[src/rtl/sys_reg_file.sv]
// sys_reg_file: single-port register file behind the system controller.
// Address 0..3 are exported continuously as ALU operands, UART config and
// clock-divider ratio; every address can be read back with a valid pulse.
module sys_reg_file #(
  parameter int unsigned          WIDTH_REG = 8,
  parameter int unsigned          ADDR      = 4,
  parameter logic [WIDTH_REG-1:0] REG2_RST  = 8'b1000_0001,
  parameter logic [WIDTH_REG-1:0] REG3_RST  = 8'd32
) (
  input  logic                 i_Ref_clk,
  input  logic                 i_rst,
  input  logic                 i_wr_en,
  input  logic                 i_rd_en,
  input  logic [ADDR-1:0]      i_addr,
  input  logic [WIDTH_REG-1:0] i_wr_data,
  output logic [WIDTH_REG-1:0] o_rd_data,
  output logic                 o_rd_valid,
  output logic [WIDTH_REG-1:0] o_REG0,
  output logic [WIDTH_REG-1:0] o_REG1,
  output logic [WIDTH_REG-1:0] o_REG2,
  output logic [WIDTH_REG-1:0] o_REG3
);

  localparam int unsigned DEPTH = 2 ** ADDR;

  logic [WIDTH_REG-1:0] mem [DEPTH];
  logic [WIDTH_REG-1:0] rd_data;
  logic                 rd_valid;

  // Register array plus read port; a write wins over a simultaneous read.
  always_ff @(posedge i_Ref_clk or negedge i_rst) begin
    if (!i_rst) begin
      for (int unsigned i = 0; i < DEPTH; i++) begin
        if (i == 2)
          mem[i[ADDR-1:0]] <= REG2_RST;
        else if (i == 3)
          mem[i[ADDR-1:0]] <= REG3_RST;
        else
          mem[i[ADDR-1:0]] <= '0;
      end
      rd_data  <= '0;
      rd_valid <= 1'b0;
    end else begin
      rd_valid <= 1'b0;
      if (i_wr_en) begin
        mem[i_addr] <= i_wr_data;
      end else if (i_rd_en) begin
        rd_data  <= mem[i_addr];
        rd_valid <= 1'b1;
      end
    end
  end

  // Dedicated registers are driven straight from the array flops.
  always_comb begin
    o_REG0     = mem[0];
    o_REG1     = mem[1];
    o_REG2     = mem[2];
    o_REG3     = mem[3];
    o_rd_data  = rd_data;
    o_rd_valid = rd_valid;
  end

endmodule
[config.mk]
export PLATFORM = sky130hd
export DESIGN_NAME = sys_reg_file
export DESIGN_NICKNAME = d
export VERILOG_FILES = /design/src/rtl/sys_reg_file.sv
export SDC_FILE = /design/constraint.sdc
export NUM_CORES = 1
export LEC_CHECK = 0
export CORE_MARGIN = 2
export CORE_UTILIZATION = 50
export CTS_CLUSTER_SIZE = 25
export DETAILED_ROUTE_END_ITERATION = 16
export PLACE_DENSITY_LB_ADDON = 0.3
export SLEW_MARGIN = 10
export SYNTH_ARGS = -nofsm -noshare
export SYNTH_HDL_FRONTEND = slang
export SYNTH_SLANG_ARGS = --single-unit
[constraint.sdc]
create_clock -name i_Ref_clk -period 3.1 [get_ports i_Ref_clk]
set_input_delay 0.62 -clock i_Ref_clk [delete_from_list [all_inputs] [get_ports i_Ref_clk]]
set_output_delay 0.62 -clock i_Ref_clk [all_outputs]
set_load 0.05 [all_outputs]
# ---- Word-level counts from Yosys, hierarchy flattened
# Index checks and enable logic that the tools add are counted.
dict set report totals {
  out_inout_bits 41
  reg_bits 137
  wordCells 32
}
dict set report classes {
  n_reduce_logical 2
  muxes 8
  order_cmp 2
  bitwise_logic 2
}
# operator count
set ops {}
lappend ops {{$bwmux W128} 1}
lappend ops {{$bmux W8 S4} 1}
lappend ops {{$demux W8 S4} 1}
lappend ops {{$mux W8} 3}
lappend ops {{$ge A5 B5 Y1 const B} 1}
lappend ops {{$lt A5 B1 Y1 const B} 1}
lappend ops {{$not A4 Y5} 1}
lappend ops {{$mux W1} 2}
lappend ops {{$reduce_and A2 Y1} 1}
lappend ops {{$logic_and A1 B1 Y1} 1}
lappend ops {{$not A1 Y1} 1}

# ---- Longest topological paths before layout
# Gate-level depths: netlist (run 1).
dict set report logic_depth {
  depth_word 6
  mapped_depth 7
  depth_no_buf 4
}

# ---- Worst setup path after synthesis (run 1)
# No wires, ideal clock.
dict set report synth_path {
  path_type {input port to flip-flop}
  start {input port i_addr[1]}
  end {register mem[64] (netlist bit)}
  n_path_buf 2
  cell_stages 5
  path_slack_ns 1.261
  arrival_ns 1.714
  required_time_ns 2.975
  cell_sequence {buf_4 -> buf_4 -> nand2_1 -> nor2_2 -> mux2_2}
}
dict set report synth_via {
  elab_chain_len 6
}
# item line_no
set synth_lines {}
lappend synth_lines {{start: declaration} 14} ;# input logic [ADDR-1:0] i_addr,
lappend synth_lines {{$not A4 Y5 (not written as such) (*)} 46} ;# mem[i_addr] <= i_wr_data;
lappend synth_lines {{$ge A5 B5 Y1 (not written as such) / $lt A5 B1 Y1 (equally long branches)} 46}
lappend synth_lines {{$logic_and A1 B1 Y1 (not written as such)} 46}
lappend synth_lines {{$mux W8 (not written as such)} 46}
lappend synth_lines {{$demux W8 S4 (*)} 46}
lappend synth_lines {{$bwmux W128 (*)} 46}
lappend synth_lines {{end signal: indexed assignment} 46}
lappend synth_lines {{end: declaration} 26} ;# logic [WIDTH_REG-1:0] mem [DEPTH];
# Mark *: on every way between the ends. The rest lies on a longest branch, timed or not.
# A chain may end at the register's enable or synchronous reset.

# ---- Worst setup path in the final report (run 1)
dict set report layout_path {
  start {input port i_addr[0]}
  end {register mem (netlist bit o_REG3[7])}
}
# Same word-level chain as after synthesis.

==> qor.yml, run 1 <==
layout:
  multi_input_area_um2: 2686
  area_growth_pct: 17.60
  antennaDiodeCount: 0
  layout.cells.non_filler: 685
  seqCellArea_um2: 3432
  final_common_cell: "dfrtp_1"
  layout-drive-gt1-share_pct: 38.79
  layout.nets: 516
  fillCellCount: 999
  design_area_um2: 7650
  mostFrequentLayoutCells: "dfrtp_1, mux2_2, clkdlybuf4s50_1"
die:
  die_h_um: 118.1
  dieWidth_um: 118.1
  ios: 57
  coreArea_um2: 12670
  row_count: 41
  die_area_um2: 13940
  initial_core_util_pct: 51.34
setup_path:
  worstPathArrival_ns: 2.76
  cp_max_fo: 17
  reg2regPathDepth: 3
  critical_path_buf_inv_count: 1
  required_ns: 3.39
  crit_cells: 4
  endpoint_kind: "flip-flop"
  cpLargestDelayFamily: "simple AND/OR/NAND/NOR gates"
  worstSetupStartpointType: "input pin"
  path_cells: "clkdlybuf4s50_1 > and2_1 > nand2_1 > mux2_2"
  crit_type: "in2reg"
  cp_slowest_cell: "clkdlybuf4s50_1"
  max_stage_delay_ns: 0.80
synthesis:
  ys_warn_count: 0
  synthDistinctLibCells: 34
  postSynthAreaPerCell_um2: 13.75
  netlist_instances: 473
  syn-num-nets: 489
  syn_area_um2: 6505
  ys_seq_area_share_pct: 52.76
  synth_seq_cells: 137
global_route:
  grt_pass1_vias: 4214
  grt-ovfl-total: 0
  antenna_found_initial: 0
  grt_max_degree: 60
  grt_pass1_wl_mm: 22.94
  grt.total_usage_pct: 21.42
drt:
  antenna_left: 0
  drc: 0
  routed_wirelength_mm: 14.18
  post_drt_wl_per_cell_um: 20.70
  vias: 3915
  drtIter0Drc: 239
  viasPerCell: 5.715
  first_pass_iters: 4
placed_design:
  gp_congestion: 0.8207
  dpl-instance-area_um2: 6988
  hpwl_mm: 9.377
  numPortBuffers: 56
  placedCellCount: 653
timing:
  finClkSkew_ns: 0.005076
  slew_headroom_pct: 52.41
  slew_violations: 0
  max_freq_ghz: 0.4056
  finalHoldViolations: 0
  period_share_pct: 79.52
  worst_slew_pin_slew_ns: 0.7138
  finalSetupViolCount: 0
  min_period_ns: 2.465
  finalSetupTns_ns: 0
  rsz0062_at_grt: "no"
clock_tree:
  post_cts_resized: 0
  cts_setup_buffers: 0
  clockBufferDepth: 2
  cts_hold_buf: 0
  clk_latency_ns: 0.41
  root_buffer: "clkbuf_16"
  clock-sinks: 137
  h-tree-depth: 4
  clk_pin_slew_ns: 0.06
  cts_tree: "done"
  cts_made_buffers: 17
pwr:
  leakage_nw: 3.272
  ir_drop_mv: 0.4809
  power.density_nw_per_um2: 802.0
run:
  maxCapViolations: 0
hold_path:
  hold_class: "in2async"
run_status:
  status: "finished clean"
-- stage by stage --
step | setup slack [ns] | util (%) | hold WS (ns) | power [W]
after floorplan | 1.261 | - | 0.3244 | 0.003586
after global placement | 0.2878 | 55.15 | 0.4635 | 0.003877
after detailed placement | 0.2317 | 55.15 | 0.4732 | 0.003936
after CTS | 0.6579 | 60.37 | 0.1824 | 0.006186
after global routing | 0.5349 | 60.37 | 0.2027 | 0.006393
final | 0.6348 | 60.37 | 0.1506 | 0.006135
-- layer usage --
layer / routed length [um] / global-route usage, % / up-vias / part of all wire (%)
met5: 0 / 0 / - / 0
met4: 215 / 6.325 / 0 / 1.5
met3: 754 / 6.395 / 21 / 5.3
met2: 6971 / 33.82 / 124 / 49
met1: 6238 / 28.69 / 2030 / 44
li1: - / - / 1740 / -
-- power by group --
group,switching [W],internal (W),leakage [nW]
Clock,0.000744,0.00149,0.314
Sequential,0.000244,0.00221,1.67
Combinational,0.000800,0.000656,1.29
-- worst paths after layout --
| kind | start | end | slack, ns |
|---|---|---|---|
| max reg2reg | o_REG0[0] | o_rd_data[0] | 1.72 |
| max | i_addr[0] | o_REG3[7] | 0.63 |
| min reg2reg | mem[29] | mem[29] | 0.48 |
| max in group asynchronous | i_rst | o_REG2[7] | 2.14 |
| min in group i_Ref_clk | mem[29] | mem[29] | 0.48 |
| min | i_rst | o_REG0[0] | 0.15 |
-- area by class of cell --
class	instances	area share, %
clock inverters	12	2.552
multi-input cells	276	35.12
flip-flops and latches	137	44.86
clock buffers	20	6.101
repair buffers	68	8.554
well taps	172	2.813
-- cells by family after synthesis --
| group | synth area share (%) |
|---|---|
| compound gates | 4.001 |
| buf+inv | 5.943 |
| flops | 52.76 |
| mux | 32.31 |
| simple gates | 4.982 |
-- cell usage after synthesis --
library cell    n  area, um^2
buf_6           1       11.26
o21ai_0         4       20.02
o21ai_1         2       10.01
mux2_2        123        1385
dfstp_2         3       78.83
a31oi_1         8       50.05
nor3b_2         1       12.51
o22ai_1        12       75.07
nand3b_1        4       30.03
or3b_2          1       8.760
clkbuf_2        1       5.000
nand3_1         3       15.01
and2_1          1       6.260
nor2b_1         2       12.51
nor2_1         17       63.81
nand3_2         1       10.01
buf_4          39       292.8
or3b_1          1       8.760
nand2_2         1       6.260
o32ai_1         4       35.03
a221oi_1        6       52.55
a2bb2oi_1       2       17.52
nand2b_1        2       12.51
buf_2           5       25.02
or2_1           1       6.260
nor2_4          3       33.78
nor2_2          9       56.30
clkbuf_1       14       52.55
nand3b_2        2       22.52
mux2_1          5       56.30
nand2_1         5       18.77
dfrtp_1       134        3353
mux2i_1        48       480.5
mux4_2          8       180.2
-- flip-flops by register name (all words and copies together), names as in the netlist --
register and flops:
o_REG1 8, o_REG0 8, o_rd_data 8, o_rd_valid 1, o_REG2 8, o_REG3 8, mem 96
Power figures use the tool's default switching activity.
==> run 2, diff against run 1 <==
==> constraint.sdc (replaced) <==
create_clock -name i_Ref_clk -period 2.25 [get_ports i_Ref_clk]
set_input_delay 0.45 -clock i_Ref_clk [delete_from_list [all_inputs] [get_ports i_Ref_clk]]
set_output_delay 0.45 -clock i_Ref_clk [all_outputs]
set_load 0.05 [all_outputs]
==> run 2 against run 1 <==
The run now ends with hold timing left. Critical endpoint is now o_REG2[0]. Critical path type is now reg2out. Combinational power rose by 39%. Final area increased by 2.8%. Non-clock buffer count up 16. Largest cell class unchanged. Clock-buffer cell count is 1 higher. Clock skew barely moved.
==> qor.yml, run 2 (synthesis gave the netlist of run 1 again) <==
clock_tree:
  clock-sinks: 137
  clk_latency_ns: 0.41
  cts_hold_buf: 0
  cts_tree: "done"
  cts_made_buffers: 17
  root_buffer: "clkbuf_16"
  h-tree-depth: 4
  clockBufferDepth: 2
  clk_pin_slew_ns: 0.06
drt:
  drtIter0Drc: 184
  antenna_left: 0
  post_drt_wl_per_cell_um: 20.04
  drc: 0
  viasPerCell: 5.643
  first_pass_iters: 4
  vias: 3956
  routed_wirelength_mm: 14.05
setup_path:
  worstPathArrival_ns: 1.74
  critical_path_buf_inv_count: 1
  endpoint_kind: "primary output"
  cp_max_fo: 3
  reg2regPathDepth: 3
  max_stage_delay_ns: 0.80
  cp_slowest_cell: "clkdlybuf4s50_1"
  regToRegEndpoint: "o_rd_data[0]"
  worstSetupStartpointType: "flip-flop"
  cpLargestDelayFamily: "buffers and inverters"
  r2r-start: "mem[40]"
  required_ns: 1.80
  crit_type: "reg2out"
  reg2reg_slack_ns: 0.88
  path_cells: "clkdlybuf4s50_1"
layout:
  layout-drive-gt1-share_pct: 40.45
  design_area_um2: 7861
  area_growth_pct: 20.85
  largest_reg_flops: 96
  top_register: "mem"
  layout.nets: 532
  fillCellCount: 981
  postLayoutCoreUtil_pct: 62.04
  antennaDiodeCount: 0
  mostFrequentLayoutCells: "dfrtp_1, mux2_2, clkdlybuf4s50_1"
  final_common_cell: "dfrtp_1"
timing:
  slew_headroom_pct: 56.93
  holdWs_ns: -0.01469
  finalHoldViolations: 6
  worst_slew_pin_slew_ns: 0.6440
  finalSetupViolCount: 0
  finalSetupTns_ns: 0
  period_share_pct: 97.49
  rsz0062_at_grt: "no"
  min_period_ns: 2.194
  max_freq_ghz: 0.4559
  finClkSkew_ns: 0.005297
  slew_violations: 0
global_route:
  grt.total_usage_pct: 21.53
  grt_max_degree: 56
  grt-ovfl-total: 0
  grt_pass1_vias: 4199
  antenna_found_initial: 0
  grt_pass1_wl_mm: 23.01
die:
  ios: 57
  die_h_um: 118.1
  row_count: 41
  die_area_um2: 13940
  initial_core_util_pct: 51.34
  coreArea_um2: 12670
  dieWidth_um: 118.1
placed_design:
  numPortBuffers: 56
  gp_congestion: 0.7899
  hpwl_mm: 9.555
  dpl-instance-area_um2: 7221
pwr:
  leakage_nw: 3.393
  ir_drop_mv: 0.7866
  power_w: 0.008356
  power.density_nw_per_um2: 1063
run:
  maxCapViolations: 0
run_status:
  status: "finished, violations left"
  violations: "hold timing"
hold_path:
  hold_class: "in2async"
run 2: how the worst max path moves through the flow:
stage                         start        end  slack, ns  depth (start not counted)
final                     o_REG2[0]  o_REG2[0]       0.06                          1
after global routing      o_REG2[0]  o_REG2[0]      0.005                          1
after CTS                 o_REG2[7]  o_REG2[7]       0.03                          1
after detailed placement  i_addr[0]    mem[28]      -0.02                          4
after global placement    i_addr[0]    mem[62]       0.04                          4
after floorplan           i_addr[1]    mem[64]       0.58                          5
run 2: per-stage QoR:
step	hold slack, ns	setup WS (ns)	cells
6_report	-0.01469	0.05638	701
3_5_place_dp	0.4495	-0.02328	669
2_1_floorplan	0.1544	0.5812	473
5_1_grt	0.01369	0.004981	701
4_1_cts	0.01089	0.03060	701
3_3_place_gp	0.4430	0.03644	669
run 2: power by group:
part	leakage (nW)	switching (W)	internal, W
combinational	1.41	0.00110	0.000923
clock	0.309	0.00102	0.00194
sequential	1.67	0.000329	0.00304
total	3.39	0.00245	0.00590
run 2: cell type report:
| cell class | count | area (um^2) | share of cell area, % |
|---|---|---|---|
| Tap cell | 172 | 215.2 | 2.738 |
| Sequential cell | 137 | 3432 | 43.66 |
| Timing Repair Buffer | 84 | 889.6 | 11.32 |
| Clock inverter | 11 | 167.7 | 2.133 |
| Clock buffer | 21 | 470.5 | 5.984 |
| Multi-Input combinational cell | 276 | 2686 | 34.17 |
run 2: timing repair:
action	CTS	global route
setup buffers	0	0
gates resized for setup	0	1
endpoints found under the setup margin	0	1
run 2: routing by layer:
layer  wire, um  part of all wire [%]  track usage, %  vias up
li1           -                     -               -     1781
met1       6437                    46           29.07     2088
met2       6975                    50           34.83       78
met3        507                   3.6           5.184        9
met4        127                  0.90           5.949        0
met5          0                     0               0        -
==> run 3, diff against run 2 <==
--- a/config.mk
+++ b/config.mk
@@ -10,6 +10,7 @@
 export CTS_CLUSTER_SIZE = 25
 export DETAILED_ROUTE_END_ITERATION = 16
 export PLACE_DENSITY_LB_ADDON = 0.3
+export RECOVER_POWER = 25
 export SLEW_MARGIN = 10
 export SYNTH_ARGS = -nofsm -noshare
 export SYNTH_HDL_FRONTEND = slang
==> run 3 against run 2 <==
The run now ends clean. Final area shrank 0.24%. Sequential share of layout area is 0.10 points higher. Hold slack improved by 0.37 ns.
==> qor.yml, run 3 (synthesis gave the netlist of run 1 again) <==
clock_tree:
  post_cts_resized: 0
  clockBufferDepth: 2
  cts_made_buffers: 17
  cts_setup_buffers: 0
  clk_pin_slew_ns: 0.06
  clock-sinks: 137
  cts_hold_buf: 0
  root_buffer: "clkbuf_16"
  h-tree-depth: 4
  cts_tree: "done"
  clk_latency_ns: 0.41
layout:
  final_common_cell: "dfrtp_1"
  layout.nets: 532
  largest_reg_flops: 96
  layout-drive-gt1-share_pct: 40.45
  antennaDiodeCount: 0
  area_growth_pct: 20.56
  postLayoutCoreUtil_pct: 61.89
  top_register: "mem"
  design_area_um2: 7843
  mostFrequentLayoutCells: "dfrtp_1, mux2_2, clkdlybuf4s50_1"
die:
  die_area_um2: 13940
  ios: 57
  row_count: 41
  die_h_um: 118.1
  coreArea_um2: 12670
  initial_core_util_pct: 51.34
  dieWidth_um: 118.1
timing:
  finalSetupTns_ns: 0
  finalSetupViolCount: 0
  slew_violations: 0
  rsz0062_at_grt: "no"
  min_period_ns: 2.197
  slew_headroom_pct: 7.255
  period_share_pct: 97.62
  finalHoldViolations: 0
  worst_slew_pin_slew_ns: 1.391
  finClkSkew_ns: 0.005588
  max_freq_ghz: 0.4553
global_route:
  grt_max_degree: 56
  grt_pass1_vias: 4199
  grt-ovfl-total: 0
  grt.total_usage_pct: 21.53
  grt_pass1_wl_mm: 23.01
  antenna_found_initial: 0
placed_design:
  numPortBuffers: 56
  dpl-instance-area_um2: 7221
  hpwl_mm: 9.555
  gp_congestion: 0.7899
setup_path:
  max_stage_delay_ns: 0.80
  cpLargestDelayFamily: "buffers and inverters"
  cp_max_fo: 3
  cp_slowest_cell: "clkdlybuf4s50_1"
  reg2reg_slack_ns: 0.89
  required_ns: 1.80
  worstPathArrival_ns: 1.75
  critical_path_buf_inv_count: 1
  crit_cells: 1
  crit_type: "reg2out"
  reg2regPathDepth: 3
  path_cells: "clkdlybuf4s50_1"
  endpoint_kind: "primary output"
  worstSetupStartpointType: "flip-flop"
hold_path:
  hold_class: "in2async"
drt:
  antenna_left: 0
  viasPerCell: 5.612
  vias: 3934
  routed_wirelength_mm: 14.00
  post_drt_wl_per_cell_um: 19.97
  drtIter0Drc: 155
  first_pass_iters: 4
  drc: 0
pwr:
  power.density_nw_per_um2: 1065
  ir_drop_mv: 0.7864
  leakage_nw: 3.386
  power_w: 0.008351
run:
  maxCapViolations: 0
run_status:
  status: "finished clean"
run 3: changes by cell type in the layout (fill, tap and decap cells not counted), sizes merged:
cell / change
clkbuf: +2
buf: -2
run 3: cell type report:
cell class                      count  area, um^2
Sequential cell                   137        3432
Clock inverter                     11       167.7
Tap cell                          172       215.2
Fill cell                         982        4828
Timing Repair Buffer               84       870.8
Multi-Input combinational cell    276        2686
Clock buffer                       21       470.5
run 3: per-stage QoR:
stage / setup slack, ns / hold WS (ns) / cells
2_1_floorplan: 0.5812 / 0.1544 / 473
3_3_place_gp: 0.03644 / 0.4430 / 669
3_5_place_dp: -0.02328 / 0.4495 / 669
4_1_cts: 0.03060 / 0.01089 / 701
5_1_grt: 0.004981 / 0.4610 / 701
6_report: 0.05347 / 0.3539 / 701
run 3: path summary, 6_finish.rpt:
check | to | startpoint
hold / removal | o_REG3[0] | i_rst
setup / recovery | o_REG3[5] | o_REG3[5]
min in group i_Ref_clk | mem[22] | mem[22]
setup reg to reg | o_rd_data[0] | mem[40]
max in group asynchronous | o_REG3[5] | i_rst
hold reg to reg | mem[22] | mem[22]
run 3: per-layer routing:
metal | GRT usage [%] | vias to the layer above | part of all wire [%]
li1 | - | 1778 | -
met1 | 29.07 | 2065 | 45
met2 | 34.83 | 83 | 50
met3 | 5.184 | 8 | 3.6
met4 | 5.949 | 0 | 0.90
met5 | 0 | - | 0
run 3: power breakdown:
part	switching (W)	leakage, nW	total (W)	internal [W]
Combinational	0.00110	1.41	0.00202	0.000919
Sequential	0.000329	1.67	0.00337	0.00304
Clock	0.00102	0.309	0.00296	0.00194
Total	0.00245	3.39	0.00835	0.00590
